--- config.mk ---
export PLATFORM = sky130hd
export DESIGN_NAME = keypad_scanner
export DESIGN_NICKNAME = d
export VERILOG_FILES = /design/src/rtl/keypad_pkg.sv /design/src/rtl/keypad_debounce.sv /design/src/rtl/keypad_scanner.sv
export SDC_FILE = /design/constraint.sdc
export NUM_CORES = 1
export LEC_CHECK = 0
export ABC_CLOCK_PERIOD_IN_PS = 9300
export CAP_MARGIN = 20
export CORE_MARGIN = 2
export CORE_UTILIZATION = 56
export DETAILED_ROUTE_END_ITERATION = 10
export PLACE_DENSITY = 0.79
export SYNTH_ARGS = -nofsm -noshare
export SYNTH_HDL_FRONTEND = slang
export SYNTH_SLANG_ARGS = --single-unit
--- constraint.sdc ---
create_clock -name clk -period 9.3 [get_ports clk]
set_clock_uncertainty 0.1 [all_clocks]
set_input_delay 1.86 -clock clk [delete_from_list [all_inputs] [get_ports clk]]
set_output_delay 1.86 -clock clk [all_outputs]
set_load 0.02 [all_outputs]
--- src/rtl/keypad_pkg.sv ---
// Shared types, dimensions and key layout for the 4x4 hex keypad scanner.
package keypad_pkg;

    localparam int unsigned N_ROWS = 4;
    localparam int unsigned N_COLS = 4;

    typedef enum logic [1:0] {NONE, SINGLE, MULTI} cls_e;
    typedef enum logic {IDLE, HELD} state_e;

    // Index is row*4+col; '*' reports as E and '#' as F.
    function automatic logic [3:0] key_lookup(input logic [3:0] idx);
        logic [3:0] code;
        unique case (idx)
            4'd0:  code = 4'h1;
            4'd1:  code = 4'h2;
            4'd2:  code = 4'h3;
            4'd3:  code = 4'hA;
            4'd4:  code = 4'h4;
            4'd5:  code = 4'h5;
            4'd6:  code = 4'h6;
            4'd7:  code = 4'hB;
            4'd8:  code = 4'h7;
            4'd9:  code = 4'h8;
            4'd10: code = 4'h9;
            4'd11: code = 4'hC;
            4'd12: code = 4'hE;
            4'd13: code = 4'h0;
            4'd14: code = 4'hF;
            4'd15: code = 4'hD;
            default: code = 4'h0;
        endcase
        return code;
    endfunction

endpackage

--- src/rtl/keypad_debounce.sv ---
// Whole-scan debouncer: a classification is stable once seen DEBOUNCE_SCANS scans in a row.
module keypad_debounce
    import keypad_pkg::*;
#(
    parameter int unsigned DEBOUNCE_SCANS = 4
) (
    input  logic       clk,
    input  logic       rst,
    input  logic       scan_done,
    input  cls_e       cls,
    input  logic [3:0] code,
    output logic       stable,
    output cls_e       stable_cls,
    output logic [3:0] stable_code,
    output logic       upd
);

    localparam int unsigned CW = $clog2(DEBOUNCE_SCANS + 1);

    cls_e          last_cls_q;
    logic [3:0]    last_code_q;
    logic [CW-1:0] count_q, count_d;
    logic          upd_q;
    logic          same;

    // Non-single scans always carry code 0, so one compare covers class and code.
    assign same = (cls == last_cls_q) && (code == last_code_q);

    always_comb begin
        count_d = count_q;
        if (scan_done) begin
            if (!same) begin
                count_d = CW'(1);
            end else if (count_q != CW'(DEBOUNCE_SCANS)) begin
                count_d = count_q + CW'(1);
            end
        end
    end

    always_ff @(posedge clk) begin
        if (rst) begin
            last_cls_q  <= NONE;
            last_code_q <= 4'h0;
            count_q     <= '0;
            upd_q       <= 1'b0;
        end else begin
            count_q <= count_d;
            upd_q   <= scan_done;
            if (scan_done) begin
                last_cls_q  <= cls;
                last_code_q <= code;
            end
        end
    end

    assign stable      = (count_q == CW'(DEBOUNCE_SCANS));
    assign stable_cls  = last_cls_q;
    assign stable_code = last_code_q;
    assign upd         = upd_q;

endmodule

--- src/rtl/keypad_scanner.sv ---
// 4x4 hex keypad scanner: column drive, row sampling, debounce and press reporting.
// Optional auto-repeat while a key is held is enabled by defining KEYPAD_REPEAT_EN.
module keypad_scanner
    import keypad_pkg::*;
#(
    parameter int unsigned SCAN_DIV       = 4096,
    parameter int unsigned DEBOUNCE_SCANS = 4,
    parameter int unsigned REPEAT_DELAY   = 32,
    parameter int unsigned REPEAT_RATE    = 8
) (
    input  logic       clk,
    input  logic       rst,
    input  logic [3:0] row_n,
    output logic [3:0] col_n,
    output logic [3:0] key_code,
    output logic       key_valid,
    output logic       key_down
);

    localparam int unsigned DW = $clog2(SCAN_DIV);

    if (SCAN_DIV < 4 || DEBOUNCE_SCANS < 1 || REPEAT_DELAY < 1 || REPEAT_RATE < 1) begin : g_bad
        $error("keypad_scanner: parameter below its minimum");
    end

    logic [3:0]    row_s1_q, row_s2_q;
    logic [DW-1:0] div_q;
    logic [1:0]    col_q;
    logic [3:0]    col_n_q;
    logic [15:0]   snapshot_q;
    logic          scan_done_q;
    logic          tick;

    assign tick = (div_q == DW'(SCAN_DIV - 1));

    always_ff @(posedge clk) begin
        if (rst) begin
            row_s1_q    <= 4'hF;
            row_s2_q    <= 4'hF;
            div_q       <= '0;
            col_q       <= 2'd0;
            col_n_q     <= 4'b1110;
            snapshot_q  <= '0;
            scan_done_q <= 1'b0;
        end else begin
            row_s1_q    <= row_n;
            row_s2_q    <= row_s1_q;
            div_q       <= tick ? '0 : div_q + DW'(1);
            scan_done_q <= tick && (col_q == 2'd3);
            if (tick) begin
                snapshot_q[{col_q, 2'b00} +: 4] <= ~row_s2_q;
                col_q                          <= col_q + 2'd1;
                col_n_q                        <= {col_n_q[2:0], col_n_q[3]};
            end
        end
    end

    assign col_n = col_n_q;

    // Snapshot bit c*4+r is key (r,c); the key map is indexed r*4+c.
    logic [4:0] n_set;
    logic [3:0] hit;
    cls_e       scan_cls;
    logic [3:0] scan_code;

    always_comb begin
        n_set = '0;
        hit   = '0;
        for (int c = 0; c < N_COLS; c++) begin
            for (int r = 0; r < N_ROWS; r++) begin
                if (snapshot_q[c*N_ROWS+r]) begin
                    n_set = n_set + 5'd1;
                    hit   = 4'(r*N_COLS + c);
                end
            end
        end
        if (n_set == 5'd0) begin
            scan_cls = NONE;
        end else if (n_set == 5'd1) begin
            scan_cls = SINGLE;
        end else begin
            scan_cls = MULTI;
        end
        scan_code = (scan_cls == SINGLE) ? key_lookup(hit) : 4'h0;
    end

    logic       stable;
    cls_e       stable_cls;
    logic [3:0] stable_code;
    logic       upd;

    keypad_debounce #(
        .DEBOUNCE_SCANS(DEBOUNCE_SCANS)
    ) u_debounce (
        .clk        (clk),
        .rst        (rst),
        .scan_done  (scan_done_q),
        .cls        (scan_cls),
        .code       (scan_code),
        .stable     (stable),
        .stable_cls (stable_cls),
        .stable_code(stable_code),
        .upd        (upd)
    );

    state_e     state_q, state_d;
    logic [3:0] key_code_q, key_code_d;
    logic       key_valid_q, key_valid_d;
    logic       key_down_q, key_down_d;
    logic       rep_fire;

`ifdef KEYPAD_REPEAT_EN
    localparam int unsigned RMAX = (REPEAT_DELAY > REPEAT_RATE) ? REPEAT_DELAY : REPEAT_RATE;
    localparam int unsigned RW   = $clog2(RMAX + 1);

    logic [RW-1:0] rep_cnt_q, rep_cnt_d;
    logic          rep_first_q, rep_first_d;
    logic [RW-1:0] rep_target;

    assign rep_target = rep_first_q ? RW'(REPEAT_DELAY) : RW'(REPEAT_RATE);

    // Counts completed scans in HELD that still show the reported key.
    always_comb begin
        rep_cnt_d   = rep_cnt_q;
        rep_first_d = rep_first_q;
        rep_fire    = 1'b0;
        if (state_q != HELD) begin
            rep_cnt_d   = '0;
            rep_first_d = 1'b1;
        end else if (upd && stable && stable_cls == SINGLE && stable_code == key_code_q) begin
            if (rep_cnt_q + RW'(1) == rep_target) begin
                rep_fire    = 1'b1;
                rep_cnt_d   = '0;
                rep_first_d = 1'b0;
            end else begin
                rep_cnt_d = rep_cnt_q + RW'(1);
            end
        end
    end

    always_ff @(posedge clk) begin
        if (rst) begin
            rep_cnt_q   <= '0;
            rep_first_q <= 1'b1;
        end else begin
            rep_cnt_q   <= rep_cnt_d;
            rep_first_q <= rep_first_d;
        end
    end
`else
    assign rep_fire = 1'b0;
`endif

    always_ff @(posedge clk) begin
        if (rst) begin
            state_q     <= IDLE;
            key_code_q  <= 4'h0;
            key_valid_q <= 1'b0;
            key_down_q  <= 1'b0;
        end else begin
            state_q     <= state_d;
            key_code_q  <= key_code_d;
            key_valid_q <= key_valid_d;
            key_down_q  <= key_down_d;
        end
    end

    always_comb begin
        state_d = state_q;
        unique case (state_q)
            IDLE: if (stable && stable_cls == SINGLE) state_d = HELD;
            HELD: if (stable && stable_cls == NONE) state_d = IDLE;
            default: state_d = IDLE;
        endcase
    end

    // A different key or a multi-key scan while HELD is ignored until release.
    always_comb begin
        key_code_d  = key_code_q;
        key_valid_d = 1'b0;
        key_down_d  = key_down_q;
        unique case (state_q)
            IDLE: begin
                if (stable && stable_cls == SINGLE) begin
                    key_code_d  = stable_code;
                    key_valid_d = 1'b1;
                    key_down_d  = 1'b1;
                end
            end
            HELD: begin
                if (stable && stable_cls == NONE) begin
                    key_down_d = 1'b0;
                end else if (rep_fire) begin
                    key_valid_d = 1'b1;
                end
            end
            default: ;
        endcase
    end

    assign key_code  = key_code_q;
    assign key_valid = key_valid_q;
    assign key_down  = key_down_q;

endmodule

Yosys cells after proc, flatten, opt, wreduce, memory -nomap -nowiden
Memories as Yosys holds them, arrays and structs flattened.
Index checks and enable logic that the tools add are counted.
Word-level totals
  register bits: 59
  bits in read-only memories: 64
  input bits: 6
  output and inout bits: 10
  memories: 1
Memory list
  (no name shown): words 16, width 4, rd ports 1, clocked after memory_dff 0, wr ports 0, line keypad_pkg.sv:13  | unique case (idx)
Operators by class
  add/subtract/negate cells: 19
  equal/unequal tests: 12
  shifts and indexed selects: 2
  mux-type cells: 44
  bitwise logic cells: 2
  reduce and logical (&&, ||, !) cells: 10
Operators by type and width (number)
  5-bit by 1-bit adder with 5-bit output (second input constant): 15
  5-bit two-way mux: 15
  4-bit two-way mux: 15
  16-bit bitwise mux: 1
  4-bit by 6-bit variable shift with 16-bit output (first input constant): 1
  4-bit by 6-bit variable part select with 16-bit output: 1
  12-bit by 1-bit adder with 12-bit output (second input constant): 1
  12-bit == test (second input constant): 1
  3-bit two-way mux: 3
  4-bit negator with 6-bit output: 1
  1-bit case mux with 2 select lines: 3
  2-bit AND reduction: 3
  5-bit by 1-bit == test with 1-bit output (second input constant): 1
  5-bit zero test: 1
  1-bit two-way mux: 5
  2-bit by 1-bit == test with 1-bit output (second input constant): 2
  4-bit == test: 1
  1-bit logical AND: 4
  2-bit two-way mux: 2
  2-bit != test (second input constant): 2
  4-bit inverter: 1
  3-bit by 1-bit adder with 3-bit output (second input constant): 1
  3-bit == test (second input constant): 1
  3-bit != test (second input constant): 1
  other kinds (7): 7

Logic depth before layout (Yosys ltp)
  depth in word-level cells: 40
  depth in mapped cells: 53

Cells and area by module
A second synthesis with hierarchy kept.
Second synthesis, totals
  cell total of the unflattened synthesis: 526
  area total of the unflattened synthesis: 4425.5 um^2
Modules (own cells, without submodules)
  keypad_scanner: times used 1, cells an instance 473, area an instance 3926.3 um^2
  keypad_debounce: times used 1, cells an instance 53, area an instance 499.2 um^2

Worst setup path before layout
OpenSTA, ideal clock, no wires.
  path type: reg-to-reg
  start point: register snapshot_q[0]
  end point: register u_debounce.count_q[0]
  setup time: 115 ps
  arrival: 8838 ps
  data required time: 9085 ps
  path slack: 247 ps
  cell stages (with the launch flop): 54
  cell sequence: dfxtp_1 > inv_1 > ha_1 > buf_2 > xor2_1 > ha_1 > nand2_1 > o31ai_1 > ha_1 > mux2_2 > ha_1 > inv_1 > a22o_1 > nand2_1 > ha_1 > nor2b_1 > nor2_1 > ha_1 > (+18 left out) > ha_1 > nand2b_1 > o21a_1 > ha_1 > nand2_1 > nand2_1 > ha_1 > nor2_1 > a31oi_1 > ha_1 > nand3_1 > nand2b_1 > a21oi_1 > and3_1 > buf_6 > mux2i_1 > o31a_1 > o21ba_1
Between the ends
  longest elaborated chain between the ends: 40
  elaborated cells on any way between the ends: 43
  those cells by class: add/sub (15); eq/ne (5); mux (20); reduce/logical (3)
RTL lines
  from (decl): line keypad_scanner.sv:30  | logic [15:0] snapshot_q;
  from (signal, indexed assignment): line keypad_scanner.sv:51  | snapshot_q[{col_q, 2'b00} +: 4] <= ~row_s2_q;
  1-bit two-way mux (*): line keypad_scanner.sv:71  | if (snapshot_q[c*N_ROWS+r]) begin
  5-bit by 1-bit adder with 5-bit output: line keypad_scanner.sv:72  | n_set = n_set + 5'd1;
  5-bit two-way mux (*): line keypad_scanner.sv:71
  5-bit by 1-bit adder with 5-bit output: line keypad_scanner.sv:72
  5-bit two-way mux (*): line keypad_scanner.sv:71
  5-bit by 1-bit adder with 5-bit output: line keypad_scanner.sv:72
  5-bit two-way mux (*): line keypad_scanner.sv:71
  5-bit by 1-bit adder with 5-bit output: line keypad_scanner.sv:72
  (+24 left out)
  2-bit two-way mux: line keypad_scanner.sv:79  | end else if (n_set == 5'd1) begin
  2-bit two-way mux (*): line keypad_scanner.sv:77  | if (n_set == 5'd0) begin
  2-bit by 1-bit == test with 1-bit output: line keypad_scanner.sv:84  | scan_code = (scan_cls == SINGLE) ? key_lookup(hit) : 4'h0;
  4-bit two-way mux: line keypad_scanner.sv:84
  4-bit == test: line keypad_debounce.sv:27  | assign same = (cls == last_cls_q) && (code == last_code_q);
  1-bit logical AND (*): line keypad_debounce.sv:27
  2-bit != test (no source line)
  2-bit AND reduction (no source line)
  to (signal assigned): line keypad_debounce.sv:47  | count_q <= count_d;
  to (decl): line keypad_debounce.sv:22  | logic [CW-1:0] count_q, count_d;
Mark *: on every way between the ends. The rest lies on a longest branch, timed or not.
A chain may end at the register's enable or synchronous reset.

Final worst setup path
Ends and elaborated chain as after synthesis.

==> metrics <==
number of I/O port buffers 15; worst endpoint data arrival time a little over 9000 ps; initial antenna violation count 0; fin crit period 8970 ps; final worst-path cycle share 96.4%; final antenna diode count 0; worst setup slack after layout between 300 and 400 ps; leakage power around 2.2 nW; post-route ant nets 0; Initial DRT Pass Iterations 4; row count 32; # fillers 640; Post-Syn Area 4510 um2; CP max FO 4; Worst EP required roughly 9400 ps; CTS tree yes; top-count cell post-synth nor2_1; CTS Sinks roughly 60; Synth cell types between 70 and 80; Max Fclk approximately 110 MHz; CP max stage cell o31a_1; Place WS -346 ps; Die Area approximately 9000 um2; min-delay src row_s1_q[0]$_SDFF_PP1_; synth warn 0; Slew HR 35.5%; clk buf depth 2; Bufs and invs on worst path 4; element type at the critical path start flip-flop; final wirelength 9.16 mm; CTS Buf Count 9; internal reg-to-reg setup slack 330 ps; hpwl dp between 6 and 7 mm; crit-path max cell delay about 360 ps; Core Box Area a little under 8000 um2; io pins 16; Commonest cells post-synth 68 x nor2_1, 59 x dfxtp_1, 44 x nand2_1, 35 x a21oi_1, 30 x xnor2_1; FFs w/ async S/R, synth 0%; power per cell area about 100 nW/um2; final hold vios 0; top_reg_cell synth dfxtp_1; reg2reg end u_debounce.count_q[0]$_SDFFE_PP0P_; hold path depth 1; Remaining DRCs 0; initial DRC count 103; initial core utilization slightly below 60%; vias per cell approximately 5.6; status finished clean; CTS H-tree depth 3; Layout Nets 602; CTS Hold Bufs 0; placed insts around 640; worst r2r src snapshot_q[0]$_SDFFE_PP0P_; Max rail drop VDD roughly 160 uV; GRT Util Overall 20.2%; dpl cell area roughly 4700 um2; syn_nets ~580; Wirelength per Cell 13.6 um; Layout Cells excl Fill slightly below 700; WS Path Type flip-flop to flip-flop; Max Cap Viol 0; Yosys reg bits around 60; Die Span X 93.7 um; Root Driver clkbuf_8; Worst Hold Class flip-flop to flip-flop; largest net degree at the start of global routing between 50 and 60; sequential fraction of the synthesis area 26.2%; first-pass GRT wire length approximately 15 mm; worst-skew pair later-pin latency 340 ps; Die H around 94 um; delay-heaviest family, CP adder cells; CP Capture Type flip-flop; share of cells above drive strength 1 approximately 18%; vias in the first global route between 3000 and 4000; CTS clk-pin slew, worst paths about 70 ps; gpl congestion roughly 0.79; CP startpoint snapshot_q[0]$_SDFFE_PP0P_; Worst-Margin Slew 963 ps; Slew Limit Fails 0; via count 3791; final setup vio count 0; final instance area around 5300 um2; hold endpoint row_s2_q[0]$_SDFF_PP1_; Reg2Reg Depth ~50; most used cell, CP ha_4; post-synth top area share approximately a quarter; area delta synth->final 17.2%; gr ovfl total 0; mean post-synth cell area 8.22 um2; EDFF count, synth 0; Yosys top cell by area dfxtp_1; Gate Count Post-Synth ~550; Synth area leaders dfxtp_1 26%, ha_1 7.5%, xnor2_1 5.8%, nor2_1 5.7%, a21oi_1 3.9%
kinds of logic (layout without fill, tap and decap cells):
logic type	Yosys count	after routing	synth area share, %
AND/OR/NAND/NOR	224	224	25.0
AO/OA/AOI/OAI	108	108	16.4
XOR/XNOR	59	59	15.4
flip-flops	59	59	26.2
buffers and inverters	52	78	4.83
adder cells (fa/ha/maj)	28	28	7.72
multiplexers	18	18	4.44
cell type report:
class	instances	area, um2	area share [%]
timing repair buffer	39	330	6.25
tap	102	128	2.42
clock buffer	10	138	2.61
sequential	59	1180	22.4
clock inverter	6	88.8	1.68
multi-input combinational	437	3330	63.0
inverter	23	86.3	1.63
what timing repair did:
item	CTS	global route
gates resized for setup	12	32
pin swaps	7	13
setup endpoints to repair	7	9
setup buffers	8	9
cells in the final DEF (no fill, tap or decap), drive strengths merged, types with 3 or more instances in the layout:
| master | count |
|---|---|
| a211o | 6 |
| a211oi | 3 |
| a21oi | 35 |
| and2 | 6 |
| and3 | 5 |
| buf | 24 |
| clkbuf | 10 |
| clkdlybuf4s50 | 15 |
| dfxtp | 59 |
| ha | 27 |
| inv | 23 |
| mux2 | 3 |
| mux2i | 14 |
| nand2 | 44 |
| nand2b | 6 |
| nand3 | 13 |
| nand3b | 5 |
| nand4 | 3 |
| nor2 | 68 |
| nor2b | 11 |
| nor3 | 29 |
| nor3b | 3 |
| nor4 | 7 |
| o211ai | 4 |
| o21a | 4 |
| o21ai | 21 |
| o21ba | 4 |
| o221ai | 3 |
| o31ai | 5 |
| or2 | 12 |
| or3 | 4 |
| xnor2 | 32 |
| xnor3 | 8 |
| xor2 | 17 |
metal layers:
| metal | vias up | part of all wire (%) | track usage [%] |
|---|---|---|---|
| met5 | - | 0 | 0 |
| met4 | 0 | 1.7 | 7.25 |
| met3 | 14 | 2.2 | 3.05 |
| met2 | 51 | 49 | 36.5 |
| met1 | 1771 | 47 | 24.2 |
| li1 | 1955 | - | - |
flip-flops by register name, summed over array words and instances (netlist names), 2 cells and up:
register                flops
u_debounce.count_q          3
row_s2_q                    4
col_n                       4
div_q                      12
u_debounce.stable_code      4
u_debounce.stable_cls       2
key_code                    4
row_s1_q                    4
col_q                       2
snapshot_q                 16
report_power, final:
| group | internal [mW] | switching (mW) | leakage, nW |
|---|---|---|---|
| sequential | 0.255 | 0.00207 | 0.479 |
| combinational | 0.00436 | 0.00497 | 1.58 |
| clock | 0.158 | 0.105 | 0.108 |
| total | 0.418 | 0.112 | 2.17 |
metrics by stage:
stage               total power, mW  hold WS (ps)  util, %  setup TNS, ps
detailed placement            0.273           295     60.6          -1020
floorplan                     0.269           289        -              0
global route                  0.544           316     68.0           -339
global placement              0.272           291     60.6              0
finish                        0.529           306     68.0              0
CTS                           0.532           308     64.8              0
how the worst max path moves through the flow:
stage                                    endpoint  cells after the start
2_1_floorplan  u_debounce.count_q[0]$_SDFFE_PP0P_                     53
3_3_place_gp   u_debounce.count_q[0]$_SDFFE_PP0P_                     52
3_5_place_dp   u_debounce.count_q[0]$_SDFFE_PP0P_                     52
4_1_cts        u_debounce.count_q[0]$_SDFFE_PP0P_                     52
5_1_grt        u_debounce.count_q[0]$_SDFFE_PP0P_                     51
6_report       u_debounce.count_q[0]$_SDFFE_PP0P_                     51
Note: power is estimated with default switching activity, not from simulation.
